File: config.mk
export PLATFORM = sky130hd
export DESIGN_NAME = mii_tx_framer
export DESIGN_NICKNAME = d
export VERILOG_FILES = /design/src/rtl/mii_tx_pkg.sv /design/src/rtl/crc32_d4.sv /design/src/rtl/mii_tx_framer.sv
export SDC_FILE = /design/constraint.sdc
export NUM_CORES = 1
export LEC_CHECK = 0
export BUFFER_PORTS_ARGS = -buffer_cell sky130_fd_sc_hd__buf_4
export CELL_PAD_IN_SITES_DETAIL_PLACEMENT = 1
export CELL_PAD_IN_SITES_GLOBAL_PLACEMENT = 1
export CORE_UTILIZATION = 51
export DETAILED_ROUTE_END_ITERATION = 8
export GPL_TIMING_DRIVEN = 0
export PLACE_DENSITY_LB_ADDON = 0.1
export REMOVE_ABC_BUFFERS = 1
export SETUP_SLACK_MARGIN = 0.2
export SYNTH_ARGS = -nofsm -noshare
export SYNTH_HDL_FRONTEND = slang
export SYNTH_HIERARCHICAL = 1
export SYNTH_SLANG_ARGS = --single-unit
File: constraint.sdc
create_clock -name phy_tx_clk -period 8.7 [get_ports phy_tx_clk]
set_clock_uncertainty 0.1 [all_clocks]
set_input_delay 0.435 -clock phy_tx_clk [delete_from_list [all_inputs] [get_ports phy_tx_clk]]
set_output_delay 0.435 -clock phy_tx_clk [all_outputs]
set_load 0.1 [all_outputs]
File: src/rtl/mii_tx_pkg.sv
// mii_tx_pkg: shared states and constants for the MII transmit framer and CRC step
package mii_tx_pkg;
  typedef enum logic [2:0] {S_IDLE, S_PREAMBLE, S_SFD, S_DATA, S_PAD, S_FCS, S_IFG} state_t;
  localparam logic [31:0] CRC_POLY = 32'hEDB88320;
  localparam logic [31:0] CRC_INIT = 32'hFFFFFFFF;
  localparam logic [31:0] CRC_RESIDUE = 32'hDEBB20E3;
  localparam logic [3:0] NIB_PREAMBLE = 4'h5;
  localparam logic [3:0] NIB_SFD = 4'hD;
  localparam int STAT_UNDERRUN = 17;
  localparam int STAT_ERR = 16;
  localparam int STAT_LEN_MSB = 15;
endpackage

File: src/rtl/crc32_d4.sv
// crc32_d4: one reflected CRC-32 step over a nibble, LSB first
module crc32_d4
  import mii_tx_pkg::*;
(
  input  logic [31:0] i_crc,
  input  logic [3:0]  i_nib,
  output logic [31:0] o_crc
);
  logic [31:0] w_c;
  always_comb begin
    w_c = i_crc;
    for (int i = 0; i < 4; i++)
      w_c = (w_c >> 1) ^ ((w_c[0] ^ i_nib[i]) ? CRC_POLY : 32'h0);
  end
  assign o_crc = w_c;
endmodule

File: src/rtl/mii_tx_framer.sv
// mii_tx_framer: byte stream to MII nibbles with preamble/SFD, padding, FCS and IFG
module mii_tx_framer
  import mii_tx_pkg::*;
#(
  parameter int MIN_FRAME_BYTES = 60,
  parameter int PREAMBLE_NIBBLES = 15,
  parameter int IFG_NIBBLES = 24
) (
  input  logic        phy_tx_clk,
  input  logic        reset,
  input  logic [7:0]  tx_mac_data,
  input  logic        tx_mac_valid,
  input  logic        tx_mac_last,
  input  logic        tx_mac_err,
  output logic        tx_mac_ready,
  output logic        phy_tx_en,
  output logic [3:0]  phy_txd,
  output logic        phy_tx_err,
  output logic        tx_stat_valid,
  output logic [17:0] tx_stat_vector
);
  localparam logic [7:0] PRE_LAST = 8'(PREAMBLE_NIBBLES - 1);
  localparam logic [7:0] IFG_LAST = 8'(IFG_NIBBLES - 1);
  localparam logic [15:0] MIN_LEN = 16'(MIN_FRAME_BYTES);
  state_t r_state, w_state;
  logic [7:0] r_cnt, w_cnt, r_hold, w_hold;
  logic r_phase, w_phase, r_last, w_last, r_err, w_err, r_ur, w_ur, r_eflag, w_eflag;
  logic [15:0] r_bytes, w_bytes, w_bytes_inc;
  logic [16:0] w_len4;
  logic [31:0] r_crc, w_crc, w_crc_step;
  logic [3:0] w_nib, w_txd;
  logic w_accept, w_tx_en, w_tx_er, w_stat;
  assign tx_mac_ready = !reset && (r_state == S_IDLE || (r_state == S_DATA && r_phase && !r_last));
  assign w_accept = tx_mac_valid && tx_mac_ready;
  assign w_nib = r_state == S_PAD ? 4'h0 : (r_phase ? r_hold[7:4] : r_hold[3:0]);
  assign w_bytes_inc = r_bytes == 16'hFFFF ? r_bytes : r_bytes + 16'd1;
  assign w_len4 = {1'b0, r_bytes} + 17'd4;
  assign w_stat = w_state == S_IFG && r_state != S_IFG;
  crc32_d4 u_crc (.i_crc(r_crc), .i_nib(w_nib), .o_crc(w_crc_step));
  always_comb begin
    w_state = r_state;
    w_cnt = r_cnt + 8'd1;
    w_phase = r_phase;
    w_hold = r_hold;
    w_last = r_last;
    w_err = r_err;
    w_ur = r_ur;
    w_eflag = r_eflag;
    w_bytes = r_bytes;
    w_crc = r_crc;
    if (w_accept) begin
      w_hold = tx_mac_data;
      w_last = tx_mac_last;
      w_err = tx_mac_err;
      w_bytes = r_state == S_IDLE ? 16'd1 : w_bytes_inc;
      w_eflag = (r_state != S_IDLE && r_eflag) || tx_mac_err;
    end
    case (r_state)
      S_IDLE: if (w_accept) begin
        w_state = S_PREAMBLE;
        w_ur = 1'b0;
      end
      S_PREAMBLE: if (r_cnt == PRE_LAST) w_state = S_SFD;
      S_SFD: begin
        w_state = S_DATA;
        w_phase = 1'b0;
        w_crc = CRC_INIT;
      end
      S_DATA: begin
        w_phase = !r_phase;
        w_crc = w_crc_step;
        if (r_ur) w_state = S_IFG;
        else if (r_phase && r_last) w_state = r_bytes < MIN_LEN ? S_PAD : S_FCS;
        else if (r_phase && !tx_mac_valid) w_ur = 1'b1;
      end
      S_PAD: begin
        w_phase = !r_phase;
        w_crc = w_crc_step;
        if (r_phase) begin
          w_bytes = w_bytes_inc;
          if (w_bytes_inc >= MIN_LEN) w_state = S_FCS;
        end
      end
      // FCS streams out of the register low nibble first
      S_FCS: begin
        w_crc = r_crc >> 4;
        if (r_cnt == 8'd7) w_state = S_IFG;
      end
      S_IFG: if (r_cnt == IFG_LAST) w_state = S_IDLE;
      default: w_state = S_IDLE;
    endcase
    if (w_state != r_state) w_cnt = 8'd0;
    w_tx_en = w_state inside {S_PREAMBLE, S_SFD, S_DATA, S_PAD, S_FCS};
    w_txd = w_state == S_PREAMBLE ? NIB_PREAMBLE :
            w_state == S_SFD ? NIB_SFD :
            w_state == S_FCS ? ~w_crc[3:0] :
            (w_state == S_DATA && !w_ur) ? (w_phase ? w_hold[7:4] : w_hold[3:0]) : 4'h0;
    w_tx_er = w_state == S_DATA && (w_ur || w_err);
  end
  // outputs register the decode of the next state so pins line up with r_state
  always_ff @(posedge phy_tx_clk) begin
    if (reset) begin
      r_state <= S_IDLE;
      r_cnt <= '0;
      r_hold <= '0;
      r_phase <= 1'b0;
      r_last <= 1'b0;
      r_err <= 1'b0;
      r_ur <= 1'b0;
      r_eflag <= 1'b0;
      r_bytes <= '0;
      r_crc <= CRC_INIT;
      phy_tx_en <= 1'b0;
      phy_txd <= '0;
      phy_tx_err <= 1'b0;
      tx_stat_valid <= 1'b0;
      tx_stat_vector <= '0;
    end else begin
      r_state <= w_state;
      r_cnt <= w_cnt;
      r_hold <= w_hold;
      r_phase <= w_phase;
      r_last <= w_last;
      r_err <= w_err;
      r_ur <= w_ur;
      r_eflag <= w_eflag;
      r_bytes <= w_bytes;
      r_crc <= w_crc;
      phy_tx_en <= w_tx_en;
      phy_txd <= w_txd;
      phy_tx_err <= w_tx_er;
      tx_stat_valid <= w_stat;
      if (w_stat) begin
        tx_stat_vector[STAT_UNDERRUN] <= r_ur;
        tx_stat_vector[STAT_ERR] <= r_eflag;
        tx_stat_vector[STAT_LEN_MSB:0] <= r_ur ? r_bytes : (w_len4[16] ? 16'hFFFF : w_len4[15:0]);
      end
    end
  end
endmodule

; ---- Word level (Yosys, flattened, before mapping)
; Cells that the tools add are included.
[word_totals]
word_cells = 113
regBits = 97
output_inout_bits = 26
inputBits = 13
[op_classes]
n_addsub = 3
bitwise = 9
n_lt_le_gt_ge = 2
reduce_logical = 26
n_eq_ne = 18
muxes = 37
[ops]
columns = op, n
row1 = 32-bit 2-to-1 mux, 4
row2 = 31-bit by 32-bit XOR with 32-bit output, 4
row3 = 16-bit 2-to-1 mux, 7
row4 = 32-bit case mux with 3 select lines, 1
row5 = 3-bit 2-to-1 mux, 9
row6 = 4-bit 2-to-1 mux, 6
row7 = 3-bit case mux with 7 select lines, 1
row8 = 3-bit == test (second input constant), 6
row9 = 16-bit by 3-bit adder with 17-bit output (second input constant), 1
row10 = 16-bit by 1-bit adder with 16-bit output (second input constant), 1
row11 = 16-bit == test (second input constant), 1
row12 = 16-bit by 6-bit greater-or-equal comparator with 1-bit output (second input constant), 1
row13 = 16-bit by 6-bit < comparator with 1-bit output (second input constant), 1
row14 = 3-bit by 2-bit == test with 1-bit output (second input constant), 4
row15 = 1-bit logical AND, 10
row16 = 8-bit by 1-bit adder with 8-bit output (second input constant), 1
row17 = 8-bit by 3-bit == test with 1-bit output (second input constant), 1
row18 = 8-bit by 4-bit == test with 1-bit output (second input constant), 1
row19 = 8-bit by 5-bit == test with 1-bit output (second input constant), 1
row20 = 8-bit 2-to-1 mux, 1
row21 = 3-bit by 1-bit == test with 1-bit output (second input constant), 2
row22 = 1-bit 2-to-1 mux, 6
row23 = 3-bit nonzero test, 2
row24 = 2-bit OR reduction, 3
row25 = other kinds (10), 20

; ---- Depth between registers and ports, before layout
; Gate-level depths: netlist of the first run.
[logic_depth]
ltp_word = 19
ltp_mapped = 14
mapped_depth_nobuf = 12

; ---- Modules after synthesis
; Netlist of the first run, hierarchy kept.
[by_module_without_submodules]
columns = module, seq_area_each_um2, area_per_inst_um2, n_inst, cells_per_inst
row1 = mii_tx_framer, 1941.9, 5021.1, 1, 613
row2 = crc32_d4, 0.0, 833.3, 1, 51

; ---- Least setup slack after synthesis of the first run
; No wires, ideal clock.
[synth_path]
kind = reg-to-reg
start = register r_state[0]
end = register r_bytes[14]
required_time_ps = 8530
setup_time_ps = 70
path_stages_with_launch = 9
period_less_slack_ps = 4448
setup_slack_ps = 4252
arrival_time_ps = 4278
path_cell_list = dfxtp_1 > clkbuf_1 > or2_2 > a211oi_1 > nand2_1 > nand2_1 > nand2_1 > or3_1 > a21oi_1
[synth_between]
elab_chain_len = 9
[synth_lines]
columns = item, line_no
row1 = "start, declared", mii_tx_framer.sv:25  ; state_t r_state, w_state;
row2 = "start signal, assigned", mii_tx_framer.sv:119  ; r_state <= w_state;
row3 = 3-bit by 2-bit == test with 1-bit output, mii_tx_framer.sv:33  ; assign tx_mac_ready = !reset && (r_state == S_IDLE || (r_state == S_DATA && r_phase && !r_last));
row4 = 1-bit logical AND (2 in series), mii_tx_framer.sv:33
row5 = 1-bit logical OR (*), mii_tx_framer.sv:33
row6 = 1-bit logical AND (*), mii_tx_framer.sv:33
row7 = named net tx_mac_ready, mii_tx_framer.sv:15  ; output logic tx_mac_ready,
row8 = 1-bit logical AND (*), mii_tx_framer.sv:34  ; assign w_accept = tx_mac_valid && tx_mac_ready;
row9 = 16-bit 2-to-1 mux (*), mii_tx_framer.sv:51  ; if (w_accept) begin
row10 = 16-bit 2-to-1 mux, mii_tx_framer.sv:79  ; if (r_phase) begin
row11 = 16-bit 2-to-1 mux (*), mii_tx_framer.sv:58  ; case (r_state)
row12 = "end signal, assigned", mii_tx_framer.sv:127  ; r_bytes <= w_bytes;
row13 = "end, declared", mii_tx_framer.sv:28  ; logic [15:0] r_bytes, w_bytes, w_bytes_inc;
; The timed path passes the listed nets; every way through them passes the cells marked *.
; A chain may end at the register's enable or synchronous reset.

; ---- Worst setup path after layout of the first run
[layout_path]
start = register r_state[2]
end = register tx_stat_vector[1]
[layout_between]
elab_chain_len = 10
[layout_lines]
columns = item, line_no
row1 = 3-bit by 2-bit == test with 1-bit output, "mii_tx_framer.sv:33, mii_tx_framer.sv:58"
row2 = 1-bit logical AND (2 in series), mii_tx_framer.sv:33
row3 = 1-bit logical OR, mii_tx_framer.sv:33
row4 = 1-bit logical AND, mii_tx_framer.sv:33
row5 = 1-bit logical AND, mii_tx_framer.sv:34
row6 = 3-bit 2-to-1 mux, mii_tx_framer.sv:59  ; S_IDLE: if (w_accept) begin
row7 = 3-bit case mux with 7 select lines, mii_tx_framer.sv:58
row8 = 3-bit == test, mii_tx_framer.sv:38  ; assign w_stat = w_state == S_IFG && r_state != S_IFG;
row9 = 1-bit logical AND (*), mii_tx_framer.sv:38
row10 = "end signal, assigned by index", mii_tx_framer.sv:134  ; tx_stat_vector[STAT_UNDERRUN] <= r_ur;
row11 = "end signal, assigned by index", mii_tx_framer.sv:135  ; tx_stat_vector[STAT_ERR] <= r_eflag;
row12 = "end signal, assigned by index", mii_tx_framer.sv:136  ; tx_stat_vector[STAT_LEN_MSB:0] <= r_ur ? r_bytes : (w_len4[16] ? 16'hFFFF : w_len4[15:0]);
row13 = "end, declared", mii_tx_framer.sv:20  ; output logic [17:0] tx_stat_vector
; Every way passes the cells marked *; elsewhere a longest branch is shown, timed or not.

==> results of run 1 <==
-- final cells by class --
type | count | area share, %
Multi-Input combinational cell | 500 | 56.8
Sequential cell | 97 | 30.4
Timing Repair Buffer | 40 | 4.94
Clock buffer | 13 | 3.92
Tap cell | 140 | 2.74
Clock inverter | 3 | 0.627
Inverter | 10 | 0.588
-- critical path, delay by kind of cell (launching register included) --
family	cells	cell delay (ps)
AO/OA/AOI/OAI	2	1170
flip-flops	1	800
AND/OR/NAND/NOR	5	1670
-- metrics by stage --
| stage | worst slack (ps) | utilization, % | hold WS (ps) | instances | power, mW |
|---|---|---|---|---|---|
| 2_1_floorplan | 3670 | - | 328 | 607 | 0.778 |
| 3_3_place_gp | 4340 | 54.8 | 351 | 785 | 0.844 |
| 3_5_place_dp | 4780 | 55.2 | 372 | 787 | 0.864 |
| 4_1_cts | 4780 | 57.9 | 206 | 803 | 1.27 |
| 5_1_grt | 4570 | 57.9 | 226 | 803 | 1.32 |
| 6_report | 4800 | 57.9 | 208 | 803 | 1.26 |
-- routing by layer --
layer  vias to the layer above  wire length [um]  GRT usage (%)  part of all wire, %
met4                         0               379           12.4                  2.4
met5                         -                 0              0                    0
li1                       2381                 -              -                    -
met3                        26               394           3.71                  2.5
met2                        86              7890           48.3                   50
met1                      2504              7140           35.0                   45
-- synthesized netlist by cell type, types with 3 or more instances --
master / count / area (um^2)
a211oi_1: 13 / 97.6
dfxtp_1: 97 / 1940
nor3_1: 17 / 85.1
a31oi_1: 6 / 37.5
buf_1: 3 / 11.3
a22oi_1: 26 / 195
nand2_1: 73 / 274
nand2b_1: 8 / 50.1
nor2_1: 50 / 188
xnor2_2: 3 / 48.8
a21oi_1: 38 / 190
and4_1: 3 / 26.3
ha_1: 4 / 50.1
inv_1: 10 / 37.5
mux2i_1: 13 / 130
nand4_4: 3 / 63.8
buf_4: 6 / 45.0
and2_1: 5 / 31.3
o21ai_0: 25 / 125
nand4_1: 6 / 37.5
or3_1: 13 / 81.3
nor4_1: 12 / 75.1
xnor3_1: 25 / 563
clkbuf_1: 30 / 113
o22ai_1: 7 / 43.8
o311ai_0: 3 / 26.3
and3_1: 5 / 31.3
nand3b_1: 6 / 45.0
or4_1: 4 / 30.0
nand3_1: 44 / 220
xor2_1: 11 / 96.3
a221o_1: 5 / 50.1
buf_2: 17 / 85.1
xnor2_1: 22 / 193
nor2b_1: 5 / 31.3
-- worst paths after layout --
| path | slack, ps | cells after the start | endpoint | start |
|---|---|---|---|---|
| setup / recovery | 4800 | 7 | tx_stat_vector[1]$_SDFFE_PP0P_ | r_state[2]$_SDFF_PP0_ |
| hold / removal | 210 | 3 | r_last$_SDFFE_PP0P_ | tx_mac_last |
| setup reg to reg | 4800 | 7 | tx_stat_vector[1]$_SDFFE_PP0P_ | r_state[2]$_SDFF_PP0_ |
| hold reg to reg | 380 | 2 | r_hold[3]$_SDFF_PP0_ | r_hold[3]$_SDFF_PP0_ |
-- cells by family after synthesis --
kind of cell	Yosys count	share of synthesized area (%)
AND/OR/NAND/NOR	267	23.9
adder cells (fa/ha/maj)	4	0.855
flip-flops	97	33.2
buffers and inverters	67	5.17
multiplexers	16	2.99
AO/OA/AOI/OAI	149	17.3
XOR/XNOR	64	16.6
-- state kept, by name, indices dropped and copies added, names as in the netlist, 3 cells and up --
register and flops:
tx_stat_vector 18, r_crc 32, r_cnt 8, r_bytes 16
r_state 3, phy_txd 4, r_hold 8
-- power groups by stage --
stage	registers (mW)	clock network (mW)	logic, mW
2_1_floorplan	0.545	0	0.232
5_1_grt	0.525	0.431	0.362
4_1_cts	0.519	0.414	0.337
3_3_place_gp	0.526	0	0.318
6_report	0.520	0.406	0.335
3_5_place_dp	0.529	0	0.335
==> run metrics, run 1 <==
maximum vdd drop approximately 0.11 mV; Initial Utilization between 50% and 60%; Synth Register Bits 97; starting DRC count in detailed routing around 330; internal power about 0.86 mW; Tmin final 3900 ps; WL/cell slightly below 20 um; IO Port Bufs 38; Ports 39; # fillers ~1300; Die Y between 100 and 150 um; critical path class reg2reg; total clock sinks between 90 and 100; Syn Std Cell Area 5850 um^2; pin count of the biggest net entering global routing 75; clock power share 32.2%; syn_area_per_cell between 8 and 9 um^2; Comb pwr share 26.6%; Core Area 11000 um^2; root buffer cell clkbuf_16; final WL between 15 and 20 mm; DRT Pass-1 Iters 4; power per cell area roughly 200 nW/um^2; CP max-delay cell and3b_1; Leak 2.48 nW; max frequency 256 MHz; CP Max Fanout 26; commonest cells after routing, fill and taps aside dfxtp_1, nand2_1, nor2_1; setup violators final 0; Post-Synthesis Cells 664; worst-path cell chain and3b_1 -> a32o_1 -> nand2_1 -> and3_1 -> a211oi_2 -> nor2b_1 -> nor3_1; first-pass GRT wire length 25.7 mm; commonest non-fill, non-tap cell in the layout dfxtp_1; die width approximately 110 um; final setup TNS 0 ps; max incr delay on CP roughly 970 ps; post-route cell area roughly 6400 um^2; row cnt 38; number of diodes 0; CTS H-tree depth 3; CTS tree built; initial antenna violation count 0; switching portion of total power 31.6%; Worst-path clk slew 70 ps; CTS buffer count 9; final clock period utilization by the worst path 44.8%; Antenna Violating Nets Remaining 0; ys async rst share 0%; routed vias between 4000 and 5000; vias per cell ~6.2; Area after DPL about 6100 um^2; storage element area roughly 1900 um^2; multi-input combinational cell area between 3000 and 4000 um^2; Max Cap Violations 0; Residual DRC 0; GRT Util Overall between 20% and 30%; CP required 8800 ps; Skew-Pair Late Insertion Delay between 300 and 400 ps; CTS Hold Bufs 0; Switch Pwr approximately 0.40 mW; Max Slew Vio Count 0; final net count 675; CTS max path bufs 2; HPWL Detailed roughly 11 mm; Die Area around 12000 um^2; power share of the sequential group just over 40%; CP arrival roughly 4000 ps; post_cts resized 0; GR Overflow Total 0; fraction of layout cells with a size suffix above 1 between 10 and 15%; CP Launch Type register; RD Place Congestion between 0.8 and 0.9; relative slew slack approximately 11%; Synth Flop Type dfxtp_1; Area growth, synth to finish 9.02%; Synth cell types 71; HP Class in2reg; vias in the first global route 5022; Fin. Hold Viols 0; Worst setup EP type register; RSZ-0062 raised after global routing no; status completed; synthesis warning total 6; EDFF count, synth 0; Worst-Margin Slew 1340 ps; sequential area share after synthesis around 33%; # Post-CTS Setup Buffers 0
Power figures use the tool's default switching activity.
==> run 2: changes to the inputs <==
--- a/config.mk
+++ b/config.mk
@@ -5,10 +5,11 @@
 export SDC_FILE = /design/constraint.sdc
 export NUM_CORES = 1
 export LEC_CHECK = 0
+export ABC_AREA = 1
 export BUFFER_PORTS_ARGS = -buffer_cell sky130_fd_sc_hd__buf_4
 export CELL_PAD_IN_SITES_DETAIL_PLACEMENT = 1
 export CELL_PAD_IN_SITES_GLOBAL_PLACEMENT = 1
-export CORE_UTILIZATION = 51
+export CORE_UTILIZATION = 44
 export DETAILED_ROUTE_END_ITERATION = 8
 export GPL_TIMING_DRIVEN = 0
 export PLACE_DENSITY_LB_ADDON = 0.1
==> constraint.sdc (replaced) <==
create_clock -name phy_tx_clk -period 3.7 [get_ports phy_tx_clk]
set_clock_uncertainty 0.1 [all_clocks]
set_input_delay 0.185 -clock phy_tx_clk [delete_from_list [all_inputs] [get_ports phy_tx_clk]]
set_output_delay 0.185 -clock phy_tx_clk [all_outputs]
set_load 0.1 [all_outputs]
==> run 2 against run 1 <==
  * Critical path depth is 3 higher
  * Global-route usage shrank 1.6 points
  * Die area is 12% higher
  * Clock-buffer cell count shrank 2
  * Area after synthesis is 3.3% lower
  * Hold slack worse by 190 ps
  * Synthesized cell count rose by 26%
  * Routed wire length increased by 7.2%
  * Final area grew 0.47%
  * Sequential power grew 110%
  * Critical endpoint is now tx_stat_vector[15]$_SDFFE_PP0P_
  * Largest cell class unchanged
==> run metrics, run 2 <==
status completed; setup violators final 0; Area growth, synth to finish 13.2%; HPWL Detailed 11.7 mm; WL/cell around 16 um; Worst setup EP type register; cell mode on critical path inv_2; CP startpoint r_state[1]$_SDFF_PP0_; CP arrival between 3000 and 4000 ps; Synth Register Bits between 90 and 100; critical path class reg2reg; max incr delay on CP 710 ps; most frequent cell after synthesis nand2_1; GRT Util Overall between 20% and 30%; switching portion of total power approximately a quarter; die width around 120 um; final clock period utilization by the worst path between 80% and 90%; DRT Pass-1 Iters 4; internal power 1.79 mW; relative slew slack between 20 and 25%; CTS H-tree depth 3; row cnt between 40 and 50; Ports 39; CP required about 3900 ps; commonest cells after routing, fill and taps aside nand2_1, dfxtp_1, inv_1; routed vias roughly 5600; Switch Pwr 0.614 mW; IO Port Bufs 38; HP Class in2reg; power per cell area around 380 nW/um^2; clock power share between 40 and 50%; Fin. Hold Viols 0; initial antenna violation count 0; RSZ-0062 raised after global routing yes; power share of the sequential group about 45%; Syn Std Cell Area 5660 um^2; synth cell count leaders nand2_1, dfxtp_1, inv_1, nand3_1, nor2_1; post-synth top area cell dfxtp_1; root buffer cell clkbuf_16; Most flops, register r_crc; Core Area between 10000 and 15000 um^2; CTS buffer count 9; Post-Synthesis Cells around 840; total clock sinks a little under 100; GR Overflow Total 0; Tmin final roughly 3300 ps; CTS max path bufs 2; post-route insts no fill roughly 1000; hold_sp tx_mac_data[5]; commonest non-fill, non-tap cell in the layout nand2_1; synthesis warning total 6; first-pass GRT wire length between 20 and 30 mm; Leak 3.06 nW; Max Slew Vio Count 0; RR Startpoint r_state[1]$_SDFF_PP0_; fraction of layout cells with a size suffix above 1 between 15 and 20%; final net count approximately 870; final setup TNS 0 ps; Comb pwr share a little over a tenth; Synth top area share between 30% and 40%; CTS tree built; Initial Utilization 45.1%; CP Max Fanout 30; syn_area_per_cell 6.78 um^2; synth top area cells dfxtp_1, nand2_1, nand3_1, inv_1, nor2_1; CP Launch Type register; biggest regs r_crc (32), tx_stat_vector (18), r_bytes (16); Pwr Total ~2.4 mW; Residual DRC 0; Post-Place Cells a little over 1000; vias in the first global route between 5000 and 6000; Skew-Pair Late Insertion Delay between 300 and 400 ps; Die Area between 10000 and 15000 um^2; sequential area share after synthesis roughly 34%; fin util between 50% and 60%; Antenna Violating Nets Remaining 0; Worst-path clk slew around 70 ps; pin count of the biggest net entering global routing 51; max reg flops 32; vias per cell ~5.4; EDFF count, synth 0; CP max-delay cell nor3_4; ys async rst share 0%; final WL 16.9 mm; starting DRC count in detailed routing approximately 300; worst setup margin around 430 ps; Worst-Margin Slew approximately 1100 ps; worst-path cell chain inv_2 -> nor3_4 -> inv_2 -> o211ai_1 -> nor2_2 -> inv_2 -> nand2_1 -> inv_2 -> o21ai_0 -> a41oi_1; Die Y ~120 um; maximum vdd drop 0.213 mV; Max Cap Violations 0; # Post-CTS Setup Buffers 0; number of diodes 0; max frequency just over 300 MHz; Synth Flop Type dfxtp_1; Synth cell types 40; RD Place Congestion 0.830; worst slack, placed approximately 140 ps
run 2: cell count changes in the layout (fill, tap and decap cells not counted), moves of 16 or more:
cell and change:
xnor2_1 -20, a221oi_1 +24, nor2_2 +16, xnor3_1 -25, nand2_1 +157, nand2_2 +18, o21ai_0 +21, inv_1 +70
nand3_1 +33, a22oi_1 -22
run 2: worst paths after layout:
check | slack, ps | end | cells past startpoint
worst max register to register | 430 | tx_stat_vector[15]$_SDFFE_PP0P_ | 10
worst max-delay path | 430 | tx_stat_vector[15]$_SDFFE_PP0P_ | 10
worst min-delay path | 10 | r_hold[5]$_SDFF_PP0_ | 3
worst min register to register | 380 | r_eflag$_SDFFE_PP0P_ | 2
run 2: layout make-up:
class / instances / area (um^2)
inverters: 93 / 354
flip-flops and latches: 97 / 1940
well taps: 172 / 215
clock buffers: 11 / 233
clock inverters: 5 / 104
repair buffers: 42 / 337
fillers: 1674 / 6160
multi-input cells: 611 / 3230
run 2: worst max-delay path: cells and delay by family (launching register included):
kind	cells	cell delay (ps)
AO/OA/AOI/OAI	3	550
buffers and inverters	4	930
flip-flops	1	580
AND/OR/NAND/NOR	3	1020
run 2: kinds of logic after synthesis:
family	synth area share, %
fa+ha+maj	0.884
mux	1.06
buf+inv	9.30
flops	34.3
compound gates	15.2
xor+xnor	2.94
simple gates	36.3
run 2: timing repair:
item / in CTS / in global routing
resized for setup: 1 / 2
setup endpoints to repair: 1 / 20
gates cloned: 0 / 1
hold buffers: 1 / 0
pin swaps: 0 / 1
endpoints found under the hold margin: 1 / 0
run 2: metrics by stage:
step	hold slack (ps)	area (um^2)
2_1_floorplan	154	5490
5_1_grt	35.4	6410
6_report	14.8	6410
3_3_place_gp	339	5990
3_5_place_dp	356	6040
4_1_cts	10.3	6400
run 2: per-layer routing:
layer / global-route usage, % / part of all wire [%] / vias up
li1: - / - / 2787
met1: 32.9 / 46 / 2728
met2: 47.7 / 50 / 40
met3: 4.24 / 2.0 / 14
met4: 6.93 / 1.2 / 0
met5: 0 / 0 / -
run 2: power groups by stage:
| stage | logic [mW] | registers (mW) | clock network [mW] |
|---|---|---|---|
| after floorplan | 0.157 | 1.11 | 0 |
| after global placement | 0.237 | 1.09 | 0 |
| after detailed placement | 0.247 | 1.10 | 0 |
| after CTS | 0.250 | 1.07 | 1.10 |
| after global routing | 0.274 | 1.07 | 1.15 |
| final | 0.249 | 1.07 | 1.08 |
==> run 3: changes to the inputs <==
--- a/config.mk
+++ b/config.mk
@@ -12,6 +12,7 @@
 export CORE_UTILIZATION = 44
 export DETAILED_ROUTE_END_ITERATION = 8
 export GPL_TIMING_DRIVEN = 0
+export HOLD_SLACK_MARGIN = 0.15
 export PLACE_DENSITY_LB_ADDON = 0.1
 export REMOVE_ABC_BUFFERS = 1
 export SETUP_SLACK_MARGIN = 0.2
==> constraint.sdc (replaced) <==
create_clock -name phy_tx_clk -period 3.4 [get_ports phy_tx_clk]
set_clock_uncertainty 0.1 [all_clocks]
set_input_delay 0.17 -clock phy_tx_clk [delete_from_list [all_inputs] [get_ports phy_tx_clk]]
set_output_delay 0.17 -clock phy_tx_clk [all_outputs]
set_load 0.1 [all_outputs]
==> run 3 against run 2 <==
  * Highest routed layer unchanged
  * Sequential share of layout area decreased by 0.60 points
  * Non-clock buffer count increased by 13
  * Largest cell class unchanged
  * Clock power rose by 9%
  * Hold slack improved by 160 ps
  * First-iteration DRC count is 2.0% lower
  * Core utilization is 1.0 points higher
  * Critical path depth grew 1
==> run metrics, run 3 (same netlist as run 2, synthesis figures left out) <==
Top delay family on crit path compound AO/OA/AOI/OAI gates; Pwr Total between 2 and 3 mW; pin count of the biggest net entering global routing 51; status completed; DRT Pass-1 Iters 5; final net count ~880; CP required about 3600 ps; worst-path cell chain inv_2 -> nand3_2 -> inv_2 -> nand3_1 -> a21oi_2 -> nand2_2 -> nand2_1 -> inv_2 -> a21oi_4 -> o21ai_0 -> a21oi_1; CP Max Fanout 19; RD Place Congestion a little over 0.8; Top Layer Used met4; HPWL Detailed about 12 mm; biggest regs r_crc (32), tx_stat_vector (18), r_bytes (16); CTS tree built; Worst Reg-to-Reg Cells 11; RR Startpoint r_state[2]$_SDFF_PP0_; Tmin final just over 3000 ps; final clock period utilization by the worst path just under 90%; critical path class reg2reg; GR Overflow Total 0; power per cell area 402 nW/um^2; CTS H-tree depth 3; Most flops, register r_crc; Core Area 12600 um^2; Post-Place Cells just over 1000; routed vias approximately 5700; post-route insts no fill between 1000 and 1500; max reg flops 32; Metal-1 WL around 8 mm; max incr delay on CP 460 ps; Max Slew Vio Count 0; WL/cell roughly 17 um; commonest non-fill, non-tap cell in the layout nand2_1; Residual DRC 0; Die Area 13300 um^2; commonest cells after routing, fill and taps aside nand2_1, dfxtp_1, inv_1; starting DRC count in detailed routing between 200 and 300; CTS max path bufs 2; GRT Util Overall a little over a quarter; first-pass GRT wire length 28.2 mm; Area growth, synth to finish 15.5%; Skew-Pair Late Insertion Delay 360 ps; initial antenna violation count 0; Worst-path clk slew around 70 ps; root buffer cell clkbuf_16; max frequency 331 MHz; Worst R2R End r_bytes[13]$_SDFF_PP0_; Antenna Violating Nets Remaining 0; hold_sp reset; Worst-Margin Slew 1020 ps; total clock sinks 97; met2 wire len ~8.9 mm; Leak 3.11 nW; met3 routed WL around 460 um; Max Cap Violations 0; Buf/Inv on CP 3; final WL 17.3 mm; row cnt 41; Worst setup EP type register; Min-Delay Path Depth 2; number of diodes 0; relative slew slack around a third; RSZ-0062 raised after global routing yes; Initial Utilization 45.1%; vias in the first global route 5591; Fin. Hold Viols 0; HP Class in2reg; CTS buffer count 9; Ports 39; die width 115 um; Hold WS roughly 170 ps; IO Port Bufs 38; Die Y 115 um; cell mode on critical path inv_2; fraction of layout cells with a size suffix above 1 roughly 16%; vias per cell ~5.4; maximum vdd drop ~0.23 mV; CP max-delay cell a21oi_4; CP Launch Type register; CP arrival ~3200 ps; flop2flop setup slack between 300 and 400 ps; hold worst-path end r_bytes[3]$_SDFF_PP0_; setup violators final 0
==> run 3: changes by cell type in the layout (fill, tap and decap cells not counted) <==
| cell | delta |
|---|---|
| dlygate4sd3_1 | +10 |
| a21oi_2 | -1 |
| buf_4 | +3 |
| a21oi_4 | +1 |
==> run 3: metrics by stage <==
| step | utilization (%) | setup TNS, ps | instance area, um^2 | setup WS (ps) |
|---|---|---|---|---|
| finish | 52.1 | 0 | 6540 | 380 |
| global route | 52.1 | 0 | 6540 | 189 |
| CTS | 51.9 | 0 | 6520 | 200 |
| detailed placement | 48.1 | -895 | 6040 | -159 |
| global placement | 47.7 | -72360 | 5990 | -2110 |
| floorplan | - | -1380 | 5490 | -297 |
==> run 3: per-layer routing <==
metal	up-vias	global-route usage, %
met3	14	3.92
met1	2794	33.6
li1	2811	-
met4	0	6.58
met2	61	50.3
met5	-	0
==> run 3: power breakdown <==
group	leakage, nW	internal, mW	total [mW]	switching [mW]
logic	2.16	0.0841	0.284	0.199
registers	0.786	1.15	1.17	0.0138
clock network	0.164	0.720	1.18	0.461
total	3.11	1.96	2.63	0.675
==> run 3: worst max path at each step <==
stage | start | endpoint | slack (ps) | cells after the start
after CTS | r_state[2]$_SDFF_PP0_ | r_bytes[13]$_SDFF_PP0_ | 200 | 11
final | r_state[2]$_SDFF_PP0_ | r_bytes[13]$_SDFF_PP0_ | 380 | 11
after detailed placement | r_state[1]$_SDFF_PP0_ | phy_txd[0]$_SDFF_PP0_ | -160 | 12
after global routing | r_state[1]$_SDFF_PP0_ | phy_txd[0]$_SDFF_PP0_ | 190 | 12
after floorplan | r_state[1]$_SDFF_PP0_ | phy_txd[0]$_SDFF_PP0_ | -300 | 11
after global placement | r_state[1]$_SDFF_PP0_ | phy_txd[0]$_SDFF_PP0_ | -2110 | 11
==> run 3: repair_timing <==
item	CTS	global route
setup buffers	1	2
hold buffers	11	0
gates resized for setup	3	1
setup endpoints to repair	33	30
cloned	1	0
endpoints found under the hold margin	11	0
pin swaps	1	1
==> run 3: area by class of cell <==
| class | instances | area, um^2 |
|---|---|---|
| fill | 1666 | 6030 |
| multi-input combinational | 611 | 3240 |
| sequential | 97 | 1940 |
| timing repair buffer | 55 | 459 |
| inverter | 93 | 354 |
| clock buffer | 11 | 233 |
| tap | 172 | 215 |
| clock inverter | 5 | 104 |
==> run 3: worst reg2reg max path: stages, from the launching register on <==
cell,delay (ps)
dfxtp_1,430
inv_2,220
nand3_2,150
inv_2,130
nand3_1,150
a21oi_2,240
nand2_2,280
nand2_1,200
inv_2,190
a21oi_4,460
o21ai_0,230
a21oi_1,170
